### src/rtl/rsa_div_pkg.sv
// -----------------------------------------------------------------------------
// rsa_div_pkg
//   Shared definitions for the 32-by-16 restoring divider:
//     N_W    - dividend / quotient width
//     D_W    - divisor / remainder width
//     ITERS  - number of restoring iterations (one quotient bit each)
//     CNT_W  - width of the iteration down-counter
//     state_e- divider control FSM encoding
// -----------------------------------------------------------------------------
package rsa_div_pkg;

  localparam int N_W   = 32;
  localparam int D_W   = 16;
  localparam int ITERS = 32;
  localparam int CNT_W = $clog2(ITERS + 1);

  typedef enum logic [1:0] {
    IDLE = 2'd0,
    RUN  = 2'd1,
    FIN  = 2'd2
  } state_e;

endpackage : rsa_div_pkg

### src/rtl/div_step.sv
// -----------------------------------------------------------------------------
// div_step
//   One combinational restoring-division step.
//   The partial remainder is shifted left by one with the next dividend bit,
//   giving a D_W+1 bit value that cannot overflow; the divisor is trial-
//   subtracted and the difference is kept only when it did not go negative.
//
//   Ports
//     rem_i  : current partial remainder (always < divisor when divisor != 0)
//     bit_i  : next dividend bit, MSB first
//     div_i  : divisor
//     rem_o  : next partial remainder
//     qbit_o : quotient bit produced by this step
// -----------------------------------------------------------------------------
module div_step #(
  parameter int D_W = 16
) (
  input  logic [D_W-1:0] rem_i,
  input  logic           bit_i,
  input  logic [D_W-1:0] div_i,
  output logic [D_W-1:0] rem_o,
  output logic           qbit_o
);

  logic [D_W:0] shift;
  logic [D_W:0] trial;

  assign shift  = {rem_i, bit_i};
  assign trial  = shift - {1'b0, div_i};
  assign qbit_o = (shift >= {1'b0, div_i});

  // When the subtract succeeds the result is < divisor, so it fits in D_W bits.
  // With a zero divisor every step "succeeds" and the remainder simply shifts
  // the dividend through, ending as its low D_W bits.
  assign rem_o  = qbit_o ? trial[D_W-1:0] : shift[D_W-1:0];

endmodule : div_step

### src/rtl/divider_32by16.sv
// -----------------------------------------------------------------------------
// divider_32by16
//   Sequential unsigned restoring divider, one quotient bit per clock.
//
//   Timing (edge k = edge where START is sampled in IDLE):
//     k        : operands latched, BUSY rises
//     k+1..k+32: 32 restoring iterations (RUN)
//     k+33     : Q/R/DIV0 updated, DONE pulses for one cycle (FIN -> IDLE)
//     k+34     : BUSY falls unless a new START is sampled on this edge
//
//   Ports
//     CLK   : clock, rising edge
//     RST_N : asynchronous active-low reset
//     START : request pulse, operands sampled with it (ignored while busy)
//     N     : dividend, unsigned
//     D     : divisor, unsigned
//     BUSY  : division in progress (includes the DONE cycle)
//     DONE  : one-cycle result-valid strobe
//     Q     : quotient, floor(N/D)  (all ones when D == 0)
//     R     : remainder, N mod D    (N[D_W-1:0] when D == 0)
//     DIV0  : flags a zero divisor, valid with DONE
//
//   All outputs are registered; START/N/D only reach state registers.
// -----------------------------------------------------------------------------
module divider_32by16 #(
  parameter int N_W = rsa_div_pkg::N_W,
  parameter int D_W = rsa_div_pkg::D_W
) (
  input  logic           CLK,
  input  logic           RST_N,
  input  logic           START,
  input  logic [N_W-1:0] N,
  input  logic [D_W-1:0] D,
  output logic           BUSY,
  output logic           DONE,
  output logic [N_W-1:0] Q,
  output logic [D_W-1:0] R,
  output logic           DIV0
);

  import rsa_div_pkg::*;

  state_e           state_q;
  logic [CNT_W-1:0] cnt_q;
  // Dividend bits shift out of the MSB while quotient bits shift in at the
  // LSB, so after ITERS steps this register holds the quotient.
  logic [N_W-1:0]   nq_q;
  logic [D_W-1:0]   rem_q;
  logic [D_W-1:0]   d_q;
  logic             busy_q;
  logic             done_q;
  logic [N_W-1:0]   q_q;
  logic [D_W-1:0]   r_q;
  logic             div0_q;

  logic [D_W-1:0]   rem_d;
  logic             qbit_d;

  div_step #(
    .D_W (D_W)
  ) u_step (
    .rem_i  (rem_q),
    .bit_i  (nq_q[N_W-1]),
    .div_i  (d_q),
    .rem_o  (rem_d),
    .qbit_o (qbit_d)
  );

  always_ff @(posedge CLK or negedge RST_N) begin
    if (!RST_N) begin
      state_q <= IDLE;
      cnt_q   <= '0;
      nq_q    <= '0;
      rem_q   <= '0;
      d_q     <= '0;
      busy_q  <= 1'b0;
      done_q  <= 1'b0;
      q_q     <= '0;
      r_q     <= '0;
      div0_q  <= 1'b0;
    end else begin
      done_q <= 1'b0;
      unique case (state_q)
        IDLE: begin
          // IDLE is also the DONE cycle: BUSY stays up only if a new request
          // arrives back-to-back.
          busy_q <= START;
          if (START) begin
            nq_q    <= N;
            d_q     <= D;
            rem_q   <= '0;
            cnt_q   <= CNT_W'(ITERS);
            state_q <= RUN;
          end
        end
        RUN: begin
          nq_q  <= {nq_q[N_W-2:0], qbit_d};
          rem_q <= rem_d;
          cnt_q <= cnt_q - CNT_W'(1);
          if (cnt_q == CNT_W'(1)) state_q <= FIN;
        end
        FIN: begin
          q_q     <= nq_q;
          r_q     <= rem_q;
          div0_q  <= (d_q == '0);
          done_q  <= 1'b1;
          state_q <= IDLE;
        end
        default: begin
          state_q <= IDLE;
          busy_q  <= 1'b0;
        end
      endcase
    end
  end

  assign BUSY = busy_q;
  assign DONE = done_q;
  assign Q    = q_q;
  assign R    = r_q;
  assign DIV0 = div0_q;

endmodule : divider_32by16

### config.mk
export PLATFORM = sky130hd
export DESIGN_NAME = divider_32by16
export DESIGN_NICKNAME = d
export VERILOG_FILES = /design/src/rtl/rsa_div_pkg.sv /design/src/rtl/div_step.sv /design/src/rtl/divider_32by16.sv
export SDC_FILE = /design/constraint.sdc
export NUM_CORES = 1
export LEC_CHECK = 0
export ABC_CLOCK_PERIOD_IN_PS = 8100
export CAP_MARGIN = 5
export CORE_ASPECT_RATIO = 0.7
export CORE_MARGIN = 4
export CORE_UTILIZATION = 60
export CTS_BUF_LIST = sky130_fd_sc_hd__clkbuf_8
export CTS_CLUSTER_DIAMETER = 40
export DETAILED_ROUTE_END_ITERATION = 12
export MAX_ROUTING_LAYER = met4
export PLACE_DENSITY = 0.88
export SYNTH_ARGS = -nofsm -noshare
export SYNTH_HDL_FRONTEND = slang
export SYNTH_HIERARCHICAL = 1
export SYNTH_SLANG_ARGS = --single-unit
### constraint.sdc
create_clock -name CLK -period 8.1 [get_ports CLK]
set_input_delay 1.215 -clock CLK [delete_from_list [all_inputs] [get_ports CLK]]
set_output_delay 1.215 -clock CLK [all_outputs]
set_load 0.02 [all_outputs]
; ---- Yosys cells after proc, flatten, opt, wreduce, memory -nomap -nowiden
; Cells that the tools add are included.
[totals]
regBits = 123
inputBits = 51
output_inout_bits = 51
word_cells = 37
[classes]
n_addsub = 2
order_cmp = 1
eq_ne = 5
n_mux = 12
reduce_logical = 7
[ops]
columns = cell, n
row1 = one-hot mux 32 bit (2 select lines), 1
row2 = 2-to-1 mux 16 bit, 2
row3 = 2-to-1 mux 32 bit, 1
row4 = one-hot mux 16 bit (2 select lines), 1
row5 = >= comparator 17 x 16 -> 1 bit, 1
row6 = logical NOT 16 bit, 1
row7 = subtractor 16 bit, 1
row8 = one-hot mux 6 bit (2 select lines), 1
row9 = "== test 6 x 1 -> 1 bit, second input constant", 1
row10 = 2-to-1 mux 6 bit, 1
row11 = AND reduction 2 bit, 3
row12 = "subtractor 6 x 1 -> 6 bit, second input constant", 1
row13 = 2-to-1 mux 2 bit, 2
row14 = "!= test 2 bit, second input constant", 2
row15 = one-hot mux 2 bit (2 select lines), 1
row16 = "== test 2 x 1 -> 1 bit, second input constant", 1
row17 = "== test 2 bit, second input constant", 1
row18 = logical NOT 2 bit, 1
row19 = one-hot mux 1 bit (2 select lines), 1
row20 = nonzero test 2 bit, 1
row21 = OR reduction 2 bit, 1
row22 = 2-to-1 mux 1 bit, 1

; ---- Longest topological paths before layout
; Gate-level depths: netlist of run 1.
[logic_depth]
ltp_word = 3
ltp_mapped = 12
mapped_depth_nobuf = 10

; ---- Modules after synthesis
; The synthesis of run 1 kept the hierarchy.
[by_module_without_submodules]
columns = module, instances, cells_each, area_each_um2, seq_area_each_um2
row1 = divider_32by16, 1, 373, 5007.3, 3078.0
row2 = div_step, 1, 157, 1229.9, 0.0

; ---- Worst setup path before layout of run 1
; Ideal clock, no wire load.
[synth_timing]
path_kind = register to register
startpoint = register rem_q[5]
endpoint = register rem_q[10]
setup_ns = 0.121
arrival_time_ns = 2.853
required_time_ns = 7.979
slack_ns = 5.126
stages_incl_launch_ff = 10
path_buffers = 1
period_less_slack_ns = 2.974
cell_sequence = dfrtp_1 > ha_1 > a211oi_2 > o211ai_2 > a221oi_4 > a211oi_2 > a2111oi_4 > buf_6 > mux2_4 > a22o_1
[synth_between]
elab_chain_len = 3
word_cells_on_any_way = 4
cone_classes = add/sub: 1 / order compare: 1 / mux: 2
[synth_lines]
columns = element, line_no
row1 = "start, declared", divider_32by16.sv:48  ; logic [D_W-1:0] rem_q;
row2 = "start signal, assigned", divider_32by16.sv:98  ; rem_q <= rem_d;
row3 = subtractor 16 bit / >= comparator 17 x 16 -> 1 bit (equally long branches), "div_step.sv:29, div_step.sv:30"
row4 = 2-to-1 mux 16 bit *, div_step.sv:35  ; assign rem_o = qbit_o ? trial[D_W-1:0] : shift[D_W-1:0];
row5 = named net rem_d[10], divider_32by16.sv:56  ; logic [D_W-1:0] rem_d;
row6 = one-hot mux 16 bit (2 select lines) *, divider_32by16.sv:83  ; unique case (state_q)
; The timed path passes the listed nets; every way through them passes the cells marked *.
; A chain may end at the register's enable or synchronous reset.

; ---- Worst setup path in the final report of run 1
[layout_timing]
startpoint = register rem_q[9]
endpoint = register rem_q[9]
[layout_between]
elab_chain_len = 3
[layout_lines]
columns = element, line_no
row1 = >= comparator 17 x 16 -> 1 bit, div_step.sv:30  ; assign qbit_o = (shift >= {1'b0, div_i});
row2 = 2-to-1 mux 16 bit, div_step.sv:35
row3 = named net rem_d[9], divider_32by16.sv:56
row4 = one-hot mux 16 bit (2 select lines), divider_32by16.sv:83
; The timed path passes the listed nets, and every way through them passes these cells.

==> results summary, run 1 <==
The peak clock frequency supported by timing is 277.6 MHz. During synthesis, Yosys emitted a total of 6 warnings. Clock tree synthesis found a total of 123 sinks. In the routed design, unresolved DRC markers number 0. STA classifies the critical path endpoint as a flop.

The leakage power summed over all cells is 0.003599 uW. The total congestion overflow after global routing came out at 0. The number of storage elements in the synthesis netlist came out at 123. The post-route setup TNS is 0 ns.

The tightest min-delay check is of the reg -> reg type. In the synthesized netlist the async set-or-reset flop fraction comes to 1.000. The number of antenna violations at the first check in global routing is 0. For the worst setup path, the data required time is 8.41 ns. The transition at the pin with the smallest max-transition slack is 0.9155 ns.

The total detailed-routing wirelength is 14,620 um. The final critical-path share of the clock period is 0.4448. The total CTS buffers came out at 17. For this run, the register share of the synthesized area comes to 0.4935. The average wire per standard cell came out at 18.99 um.

The detailed-route via count is 4,547. Ranked by instance count, the synthesized netlist is headed by sky130_fd_sc_hd__dfrtp_1 (123), sky130_fd_sc_hd__mux2_2 (73), sky130_fd_sc_hd__o21ai_0 (47). The first global-routing pass estimated 23,660 um of wire.

The met1 layer usage reported by global route is 0.3812. The global routing usage on met2 came out at 0.3722. In this run the horizontal extent of the chip is 129.9 um. The pin count of the biggest net entering global routing came out at 89. The iteration count of the initial detailed-routing pass is 4.

Setup repair after global routing left no endpoint under its margin. The number of antenna diodes in the final layout is 0. In this run the worst path has a maximum fanout of 12. The biggest area contributor in the post-synthesis netlist is sky130_fd_sc_hd__dfrtp_1. The post-CTS setup repair buffer count came out at 0. The setup skew after layout is 0.009264 ns. The number of top-level pins came out at 102. For met3 alone, demand over resource in global routing was 0.05708. The length in cells of the worst reg-to-reg path is 9. The worst setup path is launched from a flop.

The number of cells on the worst hold path came out at 2. The chip height is 93.31 um. The number of buffers added to fix hold violations after cts came out at 0. The remaining antenna violation count after routing came out at 0. The max-capacitance violation count came out at 0. The weighted congestion at the end of routability-driven global placement is 0.9606.

By area the synthesized netlist is led by sky130_fd_sc_hd__dfrtp_1 (49%), sky130_fd_sc_hd__mux2_2 (13%), sky130_fd_sc_hd__mux2i_1 (5.9%). The number of slew-limit violations in the final report came out at 0. The flow ran to the end, and the final reports show no timing, DRC or antenna violations. The cell count after synthesis is 530.

In this run, post-CTS repair resized a total of 0 instances. The die footprint is 12,120 um2. The global-route total usage across every layer came out at 0.2598. The later pin in the worst-skew pair is clocked with a latency of 0.43 ns. The post-route worst hold slack came out at 0.5069 ns. The worst-case vdd ir drop is 0.0002928 V. The number of global-route vias before repair came to 4,561.

The synthesized area per cell came out at 11.77 um2. From synthesis to final layout, the design area changed by 24.41%. The number of nets in the synthesized netlist came out at 603. For this configuration, the core starts out at a cell density of 0.6294. The floorplan row count is 30. The placeable core region is 9910 um2. Clock-pin slew was measured on the worst setup and hold paths at 0.07 ns. sky130_fd_sc_hd__dfrtp_1 is the most common cell in the netlist.

The final hold violation count came to 0. Input and output buffers added on the ports amount to 101. Setup violations remaining at the end of the flow were counted as 0. The maximum clock path buffer count is 2. TritonCTS built the clock tree. Yosys mapped the design onto 60 distinct sky130hd cell types. The net count of the finished layout came out at 702. The critical path is of the reg -> reg type.

The root buffer cell chosen for the clock tree is sky130_fd_sc_hd__clkbuf_8. For the worst setup path, the data arrival time is 3.91 ns. Summed over all nets, the half-perimeter wirelength after detailed placement is 10,340 um. The power density normalized to cell area is 412.5 nW/um2.

The routed via count divided by cell count is 5.905. The fraction of final layout cells with drive strength greater than 1 is 0.2056. The fraction of post-synthesis cell area in the top cell type by area is 0.4935. The layer flagged by global routing as most heavily used is met1.

The DRC marker count from the first detailed-route iteration is 307. The number of enable flip-flop cells after synthesis is 0. The main flop type after synthesis is sky130_fd_sc_hd__dfrtp_1.

The clock tree synthesis step divided the H-tree into 4 levels. The relative slew slack is 0.3896. In this run the cell area of the synthesized design comes to 6237 um2. The clock period minus worst slack came out at 3.603 ns.
## routing by layer
metal / part of all wire / vias to the layer above
met5: 0 / -
met4: 0.0085 / 0
met3: 0.083 / 12
met2: 0.44 / 179
met1: 0.47 / 2237
li1: - / 2119
## worst paths after layout
check | startpoint | end | slack, ns
hold / removal | DIV0 | DIV0 | 0.51
max in group asynchronous | RST_N | DONE | 5.97
hold reg to reg | DIV0 | DIV0 | 0.51
min in group asynchronous | RST_N | R[8] | 0.83
setup reg to reg | rem_q[9] | rem_q[9] | 4.50
setup / recovery | rem_q[9] | rem_q[9] | 4.50
## power breakdown
group	switching (uW)	leakage [uW]	internal, uW	total, uW
sequential	199	0.00159	863	1060
combinational	812	0.00179	727	1540
clock	261	0.000218	341	602
## metrics by stage
step / util / setup slack, ns / area, um2 / std cells / total power [uW]
6_report: 0.7831 / 4.497 / 7760 / 770 / 3201
4_1_cts: 0.7831 / 4.529 / 7760 / 770 / 3207
5_1_grt: 0.7831 / 4.369 / 7760 / 770 / 3401
3_5_place_dp: 0.7383 / 4.550 / 7316 / 738 / 2581
3_3_place_gp: 0.7383 / 4.614 / 7316 / 738 / 2526
2_1_floorplan: - / 5.126 / 6237 / 530 / 2101
## sequential cells by signal, indices dropped and copies added (netlist names)
signal	cells
BUSY	1
DONE	1
rem_q	16
R	16
DIV0	1
d_q	16
cnt_q	6
state_q	2
Q	32
nq_q	32
## placed cells by master (no fill, tap or decap), types with 2 or more instances in the layout
cell and n:
sky130_fd_sc_hd__dfrtp_1 123, sky130_fd_sc_hd__clkdlybuf4s50_1 100, sky130_fd_sc_hd__mux2_2 73, sky130_fd_sc_hd__o21ai_0 47
sky130_fd_sc_hd__nand2_1 43, sky130_fd_sc_hd__mux2i_1 37, sky130_fd_sc_hd__inv_1 30, sky130_fd_sc_hd__ha_1 19
sky130_fd_sc_hd__clkbuf_8 17, sky130_fd_sc_hd__a22o_1 16, sky130_fd_sc_hd__nor2_1 11, sky130_fd_sc_hd__a21oi_1 11
sky130_fd_sc_hd__nor2b_1 6, sky130_fd_sc_hd__buf_4 6, sky130_fd_sc_hd__o21a_1 6, sky130_fd_sc_hd__mux2_4 6
sky130_fd_sc_hd__a211oi_1 5, sky130_fd_sc_hd__inv_6 5, sky130_fd_sc_hd__nor3_1 5, sky130_fd_sc_hd__nor4_1 4
sky130_fd_sc_hd__bufinv_16 4, sky130_fd_sc_hd__xor2_1 4, sky130_fd_sc_hd__xnor2_1 4, sky130_fd_sc_hd__a21o_1 3
sky130_fd_sc_hd__nand2b_1 3, sky130_fd_sc_hd__or3_1 3, sky130_fd_sc_hd__nand4_1 3, sky130_fd_sc_hd__clkinv_4 3
sky130_fd_sc_hd__o31ai_1 3, sky130_fd_sc_hd__a31oi_1 2, sky130_fd_sc_hd__ha_2 2, sky130_fd_sc_hd__clkinvlp_4 2
sky130_fd_sc_hd__o211ai_1 2, sky130_fd_sc_hd__a211oi_2 2, sky130_fd_sc_hd__o31a_1 2, sky130_fd_sc_hd__a211o_1 2
sky130_fd_sc_hd__and3_1 2
## worst max-delay path: stages, from the launching register on
cell	delay, ns
sky130_fd_sc_hd__dfrtp_1	0.45
sky130_fd_sc_hd__ha_1	0.47
sky130_fd_sc_hd__a21oi_2	0.26
sky130_fd_sc_hd__o211ai_2	0.14
sky130_fd_sc_hd__a221oi_4	0.36
sky130_fd_sc_hd__a211oi_2	0.14
sky130_fd_sc_hd__a2111oi_4	0.86
sky130_fd_sc_hd__buf_4	0.31
sky130_fd_sc_hd__mux2_4	0.31
sky130_fd_sc_hd__a22o_1	0.20
## logic make-up after synthesis
group	share of synthesized area
fa+ha+maj	0.04534
mux	0.2078
xor+xnor	0.01123
simple gates	0.07362
compound gates	0.1278
buf+inv	0.04072
flops	0.4935
## area by class of cell
cell class | instances | area, um2
fillers | 616 | 2150
well taps | 128 | 160.2
inverters | 30 | 112.6
clock buffers | 17 | 234.0
clock inverters | 15 | 210.2
flip-flops and latches | 123 | 3078
repair buffers | 106 | 1046
multi-input cells | 351 | 2919
Note: power is estimated with default switching activity, not from simulation.
==> inputs of run 2 (changes only) <==
Settings changed: ABC_CLOCK_PERIOD_IN_PS 8100 to 3600, CORE_UTILIZATION 60 to 56, PLACE_DENSITY 0.88 to 0.83.
Clock period 8.1 ns to 3.6 ns, I/O delays scaled along.
==> run 2 against run 1 <==
Setup slack lost 4.0 ns. Via count fell by 0.75%. Sequential cell count is the same. Critical path depth stayed put. Fmax increased by 17%. Register-to-register slack got worse by 4.0 ns. Highest routed layer unchanged.
==> results summary, run 2 (synthesis results as in run 1) <==
The power share of the sequential group came out at 0.336. The critical path goes through ha_1, a21oi_2, o211ai_2, a221oi_4, a211oi_2, a2111oi_4, buf_4, mux2_2, a22o_1. The routed via count divided by cell count came out at 5.713. The critical path is of the reg -> reg type. The weighted congestion at the end of routability-driven global placement came out at 0.9412.

Clock tree synthesis selected as its root buffer the cell sky130_fd_sc_hd__clkbuf_8. The worst slack at placement came out at 0.6076 ns. The largest stage delay on the critical path is 0.47 ns. The detailed-route via count came out at 4,513. The first detailed-routing pass ran for 5 iterations. The first-pass GRT wire length came out at 23,180 um.

The peak clock frequency supported by timing is 325.6 MHz. In this run the static leakage power is 0.003599 uW. The launching element type of the critical path is a flop. The number of global-route vias before repair came to 4,445. The switching portion of total power came out at 0.3971. The die width is 134.1 um. The clock passes through at most 2 buffers. The register area came out at 3078 um2. The clock slew seen by the registers of the worst setup and hold paths is 0.07 ns. The final worst setup slack came out at 0.5289 ns. The number of buffers added to fix hold violations after cts came out at 0. VDD sags by at most 0.0009023 V. Post-CTS repair changed the size of 0 cells.

The master of the slowest instance on the critical path is sky130_fd_sc_hd__ha_1. The post-route setup TNS is 0 ns. The library cells used most frequently in the layout, excluding fill and tap cells, are sky130_fd_sc_hd__dfrtp_1 (123), sky130_fd_sc_hd__clkdlybuf4s50_1 (100), sky130_fd_sc_hd__mux2_2 (73). The starting density of the core is 0.5890. The total CTS buffers is 17.

The final critical-path share of the clock period came out at 0.8531. Total power for the finished layout comes to 7086 uW. The worst path arrival time came out at 3.39 ns. The clock period minus worst slack came out at 3.071 ns.

The internal power of the cells totals 4272 uW. The relative contribution of combinational cells to total power is 0.493. Detailed placement ended at an HPWL of 10,230 um.

The number of top-level pins is 102. The die footprint is 12,920 um2. The final hold violation count is 0. The number of slew-limit violations in the final report came out at 0. The DRC violation count after routing came out at 0. The transition at the pin with the smallest max-transition slack came out at 0.7719 ns. Across the run, the number of max-cap violations was 0. The pin count of the biggest net entering global routing is 66. The number of antenna violations at the first check in global routing was 0. The total detailed-routing wirelength is 14,420 um. Setup repair after global routing left no endpoint under its margin.

The total of buffers placed on input and output ports came out at 101. The net count of the finished layout is 704. In this run the worst path has a maximum fanout of 10.

The insertion delay to the later sink of the worst-skew pair came out at 0.44 ns. Of the total power, the clock network draws 0.170. The average wire per standard cell came out at 18.25 um.

The worst setup path is captured at a flop. For this design the total switching power over the nets is 2814 uW. The setup skew after layout came out at 0.01340 ns.

The power density normalized to cell area is 912.1 nW/um2. The clock sink count came out at 123. Global routing finished with a remaining overflow of 0. The number of inserted diodes came out at 0. The count of nets left with antenna violations once routing finished came out at 0. The DRC marker count from the first detailed-route iteration came out at 228. The setup violation total in the final timing report is 0. The floorplan row count is 31. The post-CTS setup repair buffer count came out at 0. Leaving out fill and tap cells, the most frequent cell in the layout is sky130_fd_sc_hd__dfrtp_1. The run finished with clean final reports.

TritonCTS built the clock tree. The count of H-tree levels built during CTS is 4. In the final layout, the share of cells above drive strength 1 is 0.2056.

The region available for standard cell placement spans 10,590 um2. The number of inserted filler cells in the final layout is 709. The chip height came out at 96.30 um. The required time of the worst setup path came out at 3.91 ns. The relative slew slack came out at 0.4854. The worst hold path belongs to the class in -> async. The global-route total usage across every layer came out at 0.2412. The area occupied by multi-input gates came out at 2919 um2.

The area growth from synthesis to layout is 24.55%.
==> run 2: changes by cell type in the layout (fill, tap and decap cells not counted), sizes merged <==
cell	previous run	this run
clkinv	4	9
inv	35	30
buf	6	8
bufinv	4	3
clkinvlp	2	1
==> run 2: through the flow <==
| stage | instance area [um2] | cells | util | hold WS, ns |
|---|---|---|---|---|
| 3_3_place_gp | 7381 | 760 | 0.6970 | 0.4665 |
| 2_1_floorplan | 6237 | 530 | - | 0.2444 |
| 5_1_grt | 7769 | 790 | 0.7337 | 0.2034 |
| 4_1_cts | 7769 | 790 | 0.7337 | 0.1856 |
| 6_report | 7769 | 790 | 0.7337 | 0.1614 |
| 3_5_place_dp | 7381 | 760 | 0.6970 | 0.4803 |
==> run 2: per-layer routing <==
layer,vias to the layer above,global-route usage,share of wire,wire length [um]
li1,2114,-,-,-
met1,2221,0.3479,0.50,7188
met3,17,0.06688,0.062,888
met5,-,-,0,0
met4,0,0.08136,0.012,180
met2,161,0.3286,0.43,6159
==> run 2: area by class of cell <==
class / count / area share
clock buffers: 17 / 0.03012
clock inverters: 13 / 0.01981
inverters: 30 / 0.01450
multi-input cells: 351 / 0.3757
flip-flops and latches: 123 / 0.3962
well taps: 148 / 0.02384
repair buffers: 108 / 0.1398
==> run 2: path summary, 6_finish.rpt <==
| kind | from | end | slack [ns] | cells past startpoint |
|---|---|---|---|---|
| hold reg to reg | d_q[12] | DIV0 | 0.48 | 1 |
| min in group CLK | d_q[12] | DIV0 | 0.48 | 1 |
| setup / recovery | rem_q[9] | rem_q[3] | 0.53 | 9 |
| hold / removal | RST_N | R[11] | 0.16 | 1 |
| max in group asynchronous | RST_N | d_q[6] | 2.62 | 2 |
| setup reg to reg | rem_q[9] | rem_q[3] | 0.53 | 9 |
==> run 2: critical path: cells and delay by family, from the launching register on <==
family / cells / cell delay (ns)
buf+inv: 1 / 0.25
mux: 1 / 0.35
compound gates: 6 / 1.46
fa+ha+maj: 1 / 0.47
flops: 1 / 0.43
==> run 2: power by group through the flow <==
stage               Combinational, uW  Sequential, uW  Clock, uW
floorplan                        2210            2520          0
global placement                 3390            2340          0
detailed placement               3460            2400          0
CTS                              3490            2380       1230
global route                     3800            2460       1300
finish                           3500            2380       1210
==> inputs of run 3 (changes only) <==
Settings changed: ABC_CLOCK_PERIOD_IN_PS 3600 to 2800, CORE_UTILIZATION 56 to 50, CTS_CLUSTER_DIAMETER 40 to not set, PLACE_DENSITY 0.83 to 0.78.
Clock period 3.6 ns to 2.8 ns, I/O delays scaled along.
==> run 3 against run 2 <==
The flow now finishes with violations (negative setup slack). Clock skew fell by 0.0019 ns. Non-clock buffer count rose by 30. Fmax rose by 9.5%. Setup slack got worse by 0.53 ns. Register-to-register slack got worse by 0.53 ns. First-iteration DRC count rose by 8.8%. Power rose by 38%. Core utilization fell by 4.6 points. Sequential share of layout area fell by 2.1 points. Via count rose by 2.1%. Largest cell class unchanged. Largest power group unchanged.
==> results summary, run 3 (synthesis results as in run 1) <==
The starting density of the core came out at 0.5227. The run finished, with violations left. The maximum clock path buffer count came out at 2.

The number of inserted diodes came out at 0. Among all stages on the critical path, the largest delay is contributed by sky130_fd_sc_hd__dfrtp_2. The max-capacitance violation count came out at 0. The area growth from synthesis to layout is 31.51%.

Setup violations remaining at the end of the flow were counted as 2. After routing the design area is 8203 um2. The weighted congestion at the end of routability-driven global placement is 0.9068. The setup skew after layout came out at 0.01147 ns. The total of buffers placed on input and output ports is 101. The checks that failed: negative setup slack.

The die width is 141.5 um. Global routing finished with a remaining overflow of 0. The routed via count divided by cell count came out at 5.553. The first global-routing pass estimated 23,810 um of wire.

The die footprint is 14,350 um2. The most frequent standard cell in the layout excluding fill and tap cells is sky130_fd_sc_hd__dfrtp_1. The total CTS buffers is 17. The net count of the finished layout came out at 734. The largest stage delay on the critical path is 0.45 ns. The worst path arrival time came out at 3.13 ns. The pin count of the biggest net entering global routing came out at 45. The iteration count of the initial detailed-routing pass came out at 5. In the layout the commonest cells are sky130_fd_sc_hd__dfrtp_1 (122), sky130_fd_sc_hd__clkdlybuf4s50_1 (100), sky130_fd_sc_hd__mux2_2 (68). At the placement stage, the worst setup path has a slack of -0.02995 ns. The number of antenna violations at the first check in global routing is 0. In this run the standard cell core region covers 11,930 um2. The insertion delay to the later sink of the worst-skew pair is 0.43 ns. The critical path in this run is classified as reg -> reg. Setup repair after global routing could not meet its margin everywhere. Across the VDD grid, the largest voltage drop is 0.0005772 V. The clock drives 123 sinks. The number of inserted filler cells in the final layout came out at 851.

The leakage power summed over all cells came out at 0.003782 uW. The type of the most critical hold path is reg -> reg. For the pin with the worst max-slew slack, the measured transition is 0.6649 ns. The count of H-tree levels built during CTS is 4. The clock slew seen by the registers of the worst setup and hold paths is 0.08 ns.

The required time of the worst setup path came out at 3.12 ns. The DRC violation count after routing came out at 0. 102 I/O pins were placed. The total detailed-routing wirelength came out at 15,070 um. Measured on the finished design, the core utilization comes to 0.6874.

Subtracting the final worst setup slack from the clock period gives 2.806 ns. The post-route worst hold slack is 0.5046 ns. STA classifies the critical path startpoint as a flop.

The number of slew-limit violations in the final report is 0. The worst pin sits at a relative slew slack of 0.5472. The final worst setup slack is -0.005931 ns. The DRC marker count from the first detailed-route iteration came out at 248. STA classifies the critical path endpoint as a flop.

The fraction of final layout cells with drive strength greater than 1 came out at 0.2630. The design draws 9807 uW. The chip height is 101.4 um.

The worst-path maximum fanout is 6. The detailed router placed 4,609 vias in this run. The floorplan has 33 rows.

The average wire per standard cell is 18.16 um. The TritonCTS clock tree is yes. Clock tree synthesis selected as its root buffer the cell sky130_fd_sc_hd__clkbuf_8. The total placed instance area is 7552 um2. The critical path goes through ha_4, a211oi_4, o211ai_2, a221oi_4, a211oi_2, a2111oi_4, clkbuf_16, buf_12, mux2_4, a22o_1.

The global-route total usage across every layer came out at 0.2157. The final critical-path share of the clock period came out at 1.002. The peak clock frequency supported by timing came out at 356.4 MHz.

The power density normalized to cell area is 1196 nW/um2. In this run the remaining antenna-violating nets after routing total 0. The final hold violation count was 0.

Once detailed placement completed, the half-perimeter wirelength came to 10,360 um. The number of global-route vias before repair was 4,682.
==> run 3: per-stage QoR <==
step                 TNS (ns)  cells
floorplan                   0    530
global placement            0    787
detailed placement   -0.03158    787
CTS                         0    820
global route          -0.7792    830
finish              -0.006470    830
==> run 3: layer usage <==
layer / vias to the layer above / share of wire / GRT usage
li1: 2174 / - / -
met1: 2265 / 0.47 / 0.2953
met2: 145 / 0.46 / 0.3216
met3: 25 / 0.053 / 0.03823
met4: 0 / 0.019 / 0.08702
met5: - / 0 / -
==> run 3: what timing repair did <==
item                                    4_1_cts  5_1_grt
setup buffers                                 1       10
endpoints found under the setup margin        7       13
hold buffers                                  1        0
resized for setup                             0       28
pin swaps                                     2       21
hold endpoints to repair                     41        0
==> run 3: path summary, 6_finish.rpt <==
kind,start,end,slack [ns],depth (start not counted)
max in group asynchronous,RST_N,rem_q[5],1.51,3
worst max-delay path,rem_q[5],rem_q[9],-0.006,10
min in group asynchronous,RST_N,d_q[8],0.54,2
worst min register to register,BUSY,BUSY,0.50,2
worst min-delay path,BUSY,BUSY,0.50,2
worst max register to register,rem_q[5],rem_q[9],-0.006,10
==> run 3: area by class of cell <==
class / instances / area, um2 / area share
sequential: 123 / 3079 / 0.3754
multi-input combinational: 351 / 3024 / 0.3687
timing repair buffer: 138 / 1360 / 0.1658
clock buffer: 17 / 234.0 / 0.02852
clock inverter: 14 / 196.4 / 0.02395
tap: 157 / 196.4 / 0.02395
inverter: 30 / 112.6 / 0.01373
==> run 3: worst max-delay path, delay by kind of cell (launching register included) <==
family	cells	cell delay, ns
flip-flops	1	0.45
adder cells (fa/ha/maj)	1	0.26
AO/OA/AOI/OAI	6	1.33
buffers and inverters	2	0.35
multiplexers	1	0.30
==> run 3: report_power, final <==
part / internal [uW] / leakage, uW / switching (uW) / total (uW)
sequential: 2500 / 0.00159 / 534 / 3030
combinational: 2550 / 0.00199 / 2510 / 5070
clock: 970 / 0.000208 / 741 / 1710
